$ cat src/rtl/stopwatch_pkg.sv
// rtl/stopwatch_pkg.sv - shared FSM states, BCD digit limits and field layout for the stopwatch
package stopwatch_pkg;

   typedef enum logic [1:0] {
      ST_IDLE,
      ST_RUN,
      ST_PAUSED,
      ST_DONE
   } state_t;

   localparam logic [3:0] ONES_MAX = 4'd9;
   localparam logic [3:0] TENS_MAX = 4'd5;

   localparam int DIGIT_W  = 4;
   localparam int DIGITS   = 4;
   localparam int SEC_ONES = 0;
   localparam int SEC_TENS = 1;
   localparam int MIN_ONES = 2;
   localparam int MIN_TENS = 3;

   function automatic logic [3:0] digit_limit(input int idx);
      case (idx)
         SEC_ONES, MIN_ONES: return ONES_MAX;
         SEC_TENS, MIN_TENS: return TENS_MAX;
         default:            return ONES_MAX;
      endcase
   endfunction

   // Out-of-range preset digits saturate at their limit rather than wrapping.
   function automatic logic [15:0] clamp_bcd(input logic [15:0] v);
      logic [15:0] r;
      for (int i = 0; i < DIGITS; i++) begin
         r[i*DIGIT_W +: DIGIT_W] = (v[i*DIGIT_W +: DIGIT_W] > digit_limit(i)) ?
                                   digit_limit(i) : v[i*DIGIT_W +: DIGIT_W];
      end
      return r;
   endfunction

endpackage

$ cat src/rtl/bcd_digit_updown.sv
// rtl/bcd_digit_updown.sv - one BCD digit stepped up or down, wrapping at 0/limit with carry/borrow out
module bcd_digit_updown (
   input  logic [3:0] digit,
   input  logic       en,
   input  logic       dir,
   input  logic [3:0] limit,
   output logic [3:0] digit_nxt,
   output logic       carry
);

   always_comb begin
      digit_nxt = digit;
      carry     = 1'b0;
      if (en) begin
         if (!dir) begin
            if (digit >= limit) begin
               digit_nxt = 4'd0;
               carry     = 1'b1;
            end else begin
               digit_nxt = digit + 4'd1;
            end
         end else begin
            if (digit == 4'd0) begin
               digit_nxt = limit;
               carry     = 1'b1;
            end else begin
               digit_nxt = digit - 4'd1;
            end
         end
      end
   end

endmodule

$ cat src/rtl/stopwatch_timer.sv
// rtl/stopwatch_timer.sv - mm:ss BCD stopwatch / countdown timer with lap capture
module stopwatch_timer
   import stopwatch_pkg::*;
#(
   parameter int CLK_HZ = 50_000_000,
   parameter bit LAP_EN = 1'b1
) (
   input  logic        clk,
   input  logic        rst,
   input  logic        start,
   input  logic        pause,
   input  logic        clear,
   input  logic        mode_down,
   input  logic        load,
   input  logic [15:0] preset,
   input  logic        lap,
   output logic [15:0] time_bcd,
   output logic [15:0] lap_bcd,
   output logic        lap_valid,
   output logic        running,
   output logic        done
);

   localparam int            PW        = $clog2(CLK_HZ);
   localparam logic [PW-1:0] PRESC_MAX = PW'(CLK_HZ - 1);

   state_t          state, state_nxt;
   logic [PW-1:0]   presc;
   logic            dir_down;
   logic            tick;
   logic            load_ok;
   logic [15:0]     time_tick;
   logic [DIGITS:0] en;
   logic            unused_wrap;

   // A pause arriving in the tick cycle wins: the prescaler freezes and no tick is taken.
   assign tick    = (state == ST_RUN) && !pause && (presc == PRESC_MAX);
   assign load_ok = load && (state == ST_IDLE || state == ST_DONE);

   assign en[0] = tick;
   for (genvar i = 0; i < DIGITS; i++) begin : g_digit
      bcd_digit_updown u_digit (
         .digit     (time_bcd[i*DIGIT_W +: DIGIT_W]),
         .en        (en[i]),
         .dir       (dir_down),
         .limit     (digit_limit(i)),
         .digit_nxt (time_tick[i*DIGIT_W +: DIGIT_W]),
         .carry     (en[i+1])
      );
   end
   assign unused_wrap = en[DIGITS];

   always_comb begin
      state_nxt = state;
      if (clear || load_ok) begin
         state_nxt = ST_IDLE;
      end else begin
         case (state)
            ST_IDLE:   if (start && !pause)
                          state_nxt = (mode_down && time_bcd == 16'h0000) ? ST_DONE : ST_RUN;
            ST_RUN:    if (pause)
                          state_nxt = ST_PAUSED;
                       else if (tick && dir_down && time_tick == 16'h0000)
                          state_nxt = ST_DONE;
            ST_PAUSED: if (start && !pause)
                          state_nxt = ST_RUN;
            default:   state_nxt = state;
         endcase
      end
   end

   always_ff @(posedge clk or posedge rst) begin
      if (rst) begin
         state     <= ST_IDLE;
         presc     <= '0;
         dir_down  <= 1'b0;
         time_bcd  <= 16'h0000;
         lap_bcd   <= 16'h0000;
         lap_valid <= 1'b0;
         running   <= 1'b0;
         done      <= 1'b0;
      end else begin
         state     <= state_nxt;
         running   <= (state_nxt == ST_RUN);
         done      <= (state_nxt == ST_DONE);
         lap_valid <= 1'b0;
         if (clear) begin
            time_bcd <= 16'h0000;
            lap_bcd  <= 16'h0000;
            presc    <= '0;
         end else if (load_ok) begin
            time_bcd <= clamp_bcd(preset);
         end else begin
            if (state == ST_IDLE && state_nxt != ST_IDLE) begin
               presc    <= '0;
               dir_down <= mode_down;
            end else if (state == ST_RUN && !pause) begin
               presc <= tick ? '0 : presc + 1'b1;
               if (tick)
                  time_bcd <= time_tick;
            end
            // Capture uses the pre-tick count even when a tick lands on the same edge.
            if (LAP_EN && lap && (state == ST_RUN || state == ST_PAUSED)) begin
               lap_bcd   <= time_bcd;
               lap_valid <= 1'b1;
            end
         end
      end
   end

endmodule

$ cat config.mk
export PLATFORM = sky130hd
export DESIGN_NAME = stopwatch_timer
export DESIGN_NICKNAME = d
export VERILOG_FILES = /design/src/rtl/stopwatch_pkg.sv /design/src/rtl/bcd_digit_updown.sv /design/src/rtl/stopwatch_timer.sv
export SDC_FILE = /design/constraint.sdc
export NUM_CORES = 1
export LEC_CHECK = 0
export BUFFER_PORTS_ARGS = -buffer_cell sky130_fd_sc_hd__buf_2
export CORE_MARGIN = 5
export CORE_UTILIZATION = 40
export CTS_CLUSTER_SIZE = 8
export DETAILED_ROUTE_END_ITERATION = 12
export PLACE_DENSITY = 0.69
export SYNTH_ARGS = -nofsm -noshare
export SYNTH_HDL_FRONTEND = slang
export SYNTH_SLANG_ARGS = --single-unit
export TNS_END_PERCENT = 50
$ cat constraint.sdc
create_clock -name clk -period 5.75 [get_ports clk]
set_clock_uncertainty 0.2 [all_clocks]
set_input_delay 0.2875 -clock clk [delete_from_list [all_inputs] [get_ports clk]]
set_output_delay 0.2875 -clock clk [all_outputs]
set_load 0.02 [all_outputs]
==> flow_results.org <==
** Outcome
- Run status :: finished clean

** Floorplan
- Chip Width :: 115 µm
- Measured along the y axis, the die boundary spans 115 µm.
- Core area :: 0.0109 mm²
- Initial Utilization :: 40.9%
- The die covers 0.0133 mm².
- Floorplan row count :: 38
- Top-level I/O count :: 59

** CTS
- After clock tree synthesis, the clock-pin slew on the worst setup and hold paths is 80 ps.
- Number of levels in the clock H-tree :: 3
- TritonCTS built the clock tree.
- Worst-Skew Late Latency :: 360 ps
- Counting every sink on the clock net gives 64.
- TritonCTS created 9 clock buffers.
- The number of setup buffers added after CTS is 0.
- The tree is rooted in a sky130_fd_sc_hd__clkbuf_8.
- The clock passes through at most 2 buffers.
- Once the clock tree was built, the resizer swapped 0 gates to a different size.

** GRT
- Gr usage total :: 19.3%
- The first global-routing pass estimated 20,400 µm of wire.
- Maximum number of pins on one net before global-route repair :: 65
- Number of antenna violations at the first check in global routing :: 0
- Global routing finished with a remaining overflow of 0.
- The number of global-route vias before repair is 4,048.

** STA
- Fin worst setup slack :: 1490 ps
- Setup repair after global routing left no endpoint under its margin.
- Maximum clock rate :: 0.235 GHz
- After routing, the total negative slack on setup checks comes to 0 ps.
- Subtracting the final worst setup slack from the clock period gives 4260 ps.
- After layout, the worst path uses 74.1% of the clock period.
- Worst slew margin :: 21.4%
- The count of final hold-check violations came to 0.
- Worst Tran Pin Value :: 1180 ps
- The number of pins with negative max-slew slack in the final report was 0.
- Setup violations remaining at the end of the flow were counted as 0.

** Synthesis
- Async set-reset flop share out of synthesis :: 100%
- Synth Flop Type :: sky130_fd_sc_hd__dfrtp_1
- After synthesis, flip-flops and latches occupy 36.0% of the total area.
- The synthesized netlist occupies a cell area of 0.00445 mm².
- Cell type with the largest total area after synthesis :: sky130_fd_sc_hd__dfrtp_1
- Synthesis produced a netlist whose cell count is 518.
- Post-synth EDFFs :: 0
- A synthesized cell averages 8.59 µm².
- Proportion of netlist area held by the largest area contributor :: 36.0%
- By area the synthesized netlist is led by sky130_fd_sc_hd__dfrtp_1, sky130_fd_sc_hd__o21ai_0, sky130_fd_sc_hd__ha_1.
- The Yosys step of the flow raised 0 warnings.
- Number of synthesized register bits :: 64
- The number of different library cells used by synthesis comes to 77.
- Number of nets produced by synthesis :: 560

** Power and ir drop
- The worst-case IR drop observed on VDD is 0.000146 V.
- The analysis attributes to cell leakage a power of 2.27 nW.
- In this run the power density over the cells is 225 mW/mm².

** Route
- Summing over every cut layer, the via total after detailed routing is 4,242.
- The count of nets left with antenna violations once routing finished came out at 0.
- In the routed layout, each cell is associated on average with a via count of 5.96.
- For this run, design rule violations remaining after detail routing come to 0.
- The detailed router finished its first iteration with 366 violations.
- After detailed routing, the average wire length per cell comes to 17.2 µm.
- Pre-antenna DRT Iters :: 5
- Total detailed-routing wirelength :: 12,300 µm

** Placement
- During placement, the flow inserted port buffers numbering 58.
- The HPWL after detailed placement is 8810 µm.
- Including well taps, the total number of placed cells is 692.
- Placer Congestion :: 0.924
- OpenSTA, run right after detailed placement, puts the worst setup slack at 1570 ps.
- Post-placement cell area :: 0.00483 mm²

** Setup path
- Element type at the critical path start :: register
- For the worst setup path, the data required time is 5800 ps.
- Startpoint-to-endpoint class of the critical path :: register to register
- Top fanout value on the critical path :: 14
- At the worst endpoint, the arrival time is 4300 ps.
- Endpoint kind of the worst setup timing path :: register

** Cells and area
- Number of non-filler instances in the completed layout :: 712
- From synthesis to final layout, the design area changed by 14.5%.
- Ratio of cells with drive above 1 in the final layout :: 17.3%
- The repair_antennas step left the layout with diodes totalling 0.
- For this run, the post-layout net count is 609.
- Post-route standard cell area excluding fillers :: 0.00509 mm²

** Flow run
- The tool flagged a number of max-cap violations equal to 0.

** Hold path
- The worst hold path belongs to the class input pin to register.
[routing by layer]
metal	GRT usage, %	part of all wire [%]
met1	25.1	44
met5	0	0
met3	5.64	7.2
met4	5.24	1.2
met2	31.4	47
[repair_timing]
| action | 4_1_cts | 5_1_grt |
|---|---|---|
| endpoints found under the setup margin | 0 | 0 |
| hold buffers | 4 | 0 |
| hold endpoints to repair | 53 | 0 |
[area by class of cell]
| cell class | instances | area, µm² |
|---|---|---|
| Clock inverter | 5 | 80.1 |
| Sequential cell | 64 | 1600 |
| Fill cell | 1052 | 5790 |
| Inverter | 19 | 71.3 |
| Timing Repair Buffer | 68 | 375 |
| Clock buffer | 11 | 141 |
| Multi-Input combinational cell | 405 | 2650 |
| Tap cell | 140 | 175 |
[critical path: stages, from the launching register on]
cell and delay (ps):
sky130_fd_sc_hd__dfrtp_1 520, sky130_fd_sc_hd__inv_1 130, sky130_fd_sc_hd__ha_1 310, sky130_fd_sc_hd__nor3b_2 230, sky130_fd_sc_hd__o21ai_2 380, sky130_fd_sc_hd__and3_1 320
sky130_fd_sc_hd__a41oi_1 160, sky130_fd_sc_hd__or4_4 600, sky130_fd_sc_hd__o41ai_2 620, sky130_fd_sc_hd__buf_4 320, sky130_fd_sc_hd__a22oi_1 130, sky130_fd_sc_hd__o2bb2a_4 220
[cells in the final DEF (no fill, tap or decap), types with 10 or more instances in the layout]
| cell type | count |
|---|---|
| sky130_fd_sc_hd__dfrtp_1 | 64 |
| sky130_fd_sc_hd__o21ai_0 | 59 |
| sky130_fd_sc_hd__buf_2 | 58 |
| sky130_fd_sc_hd__nor2_1 | 47 |
| sky130_fd_sc_hd__nand2_1 | 42 |
| sky130_fd_sc_hd__a21oi_1 | 20 |
| sky130_fd_sc_hd__nand3_1 | 19 |
| sky130_fd_sc_hd__ha_1 | 18 |
| sky130_fd_sc_hd__inv_1 | 17 |
| sky130_fd_sc_hd__a22o_1 | 17 |
| sky130_fd_sc_hd__o31ai_1 | 16 |
| sky130_fd_sc_hd__a31oi_1 | 12 |
| sky130_fd_sc_hd__nor2b_1 | 11 |
| sky130_fd_sc_hd__clkbuf_8 | 10 |
[where the power goes]
group | switching, W | internal [W] | total (W)
combinational | 0.000134 | 0.0000816 | 0.000216
sequential | 0.0000292 | 0.000457 | 0.000487
clock | 0.000186 | 0.000255 | 0.000441
[synthesized netlist by cell type, drive strengths merged, types with 4 or more instances]
cell type / instances
and3: 8
nor2b: 11
a22oi: 6
o31ai: 18
a211oi: 5
or4: 4
nand3: 19
xor2: 4
nand2b: 9
nor2: 47
nor4: 5
and4: 6
nor3b: 9
a41oi: 5
a31oi: 12
o21ai: 62
nand4: 5
buf: 10
a21oi: 20
clkbuf: 20
nand3b: 4
o22a: 4
nor3: 5
dfrtp: 64
ha: 18
a22o: 17
nand2: 42
inv: 18
and2: 4
[sequential cells by signal, indices dropped and copies added (netlist names)]
register / count
dir_down: 1
done: 1
lap_bcd: 16
lap_valid: 1
presc: 26
running: 1
state: 2
time_bcd: 16
[worst paths after layout]
path	start	to	slack, ps	cells after the start
min in group asynchronous	rst	dir_down$_DFFE_PP0P_	520	4
hold / removal	mode_down	dir_down$_DFFE_PP0P_	20	3
max in group asynchronous	rst	state[0]$_DFF_PP0_	4270	4
hold reg to reg	presc[15]$_DFFE_PP0P_	presc[15]$_DFFE_PP0P_	280	1
setup / recovery	time_bcd[0]$_DFFE_PP0P_	time_bcd[5]$_DFFE_PP0P_	1490	11
setup reg to reg	time_bcd[0]$_DFFE_PP0P_	time_bcd[5]$_DFFE_PP0P_	1490	11
[cell families after synthesis]
group                    after synthesis  share of synthesized area (%)
flip-flops                            64                           36.0
multiplexers                           5                           1.21
XOR/XNOR                               5                          0.984
AND/OR/NAND/NOR                      189                           22.7
adder cells (fa/ha/maj)               18                           5.06
buffers and inverters                 49                           4.81
AO/OA/AOI/OAI                        188                           29.2
[per-stage QoR]
stage               total power [W]  util [%]  hold WS [ps]
floorplan                  0.000645         -           221
CTS                         0.00116      46.8          4.85
global placement           0.000701      44.4           262
detailed placement         0.000707      44.4           263
finish                      0.00114      46.8          21.4
global route                0.00121      46.8          32.0
Note: power is estimated with default switching activity, not from simulation.
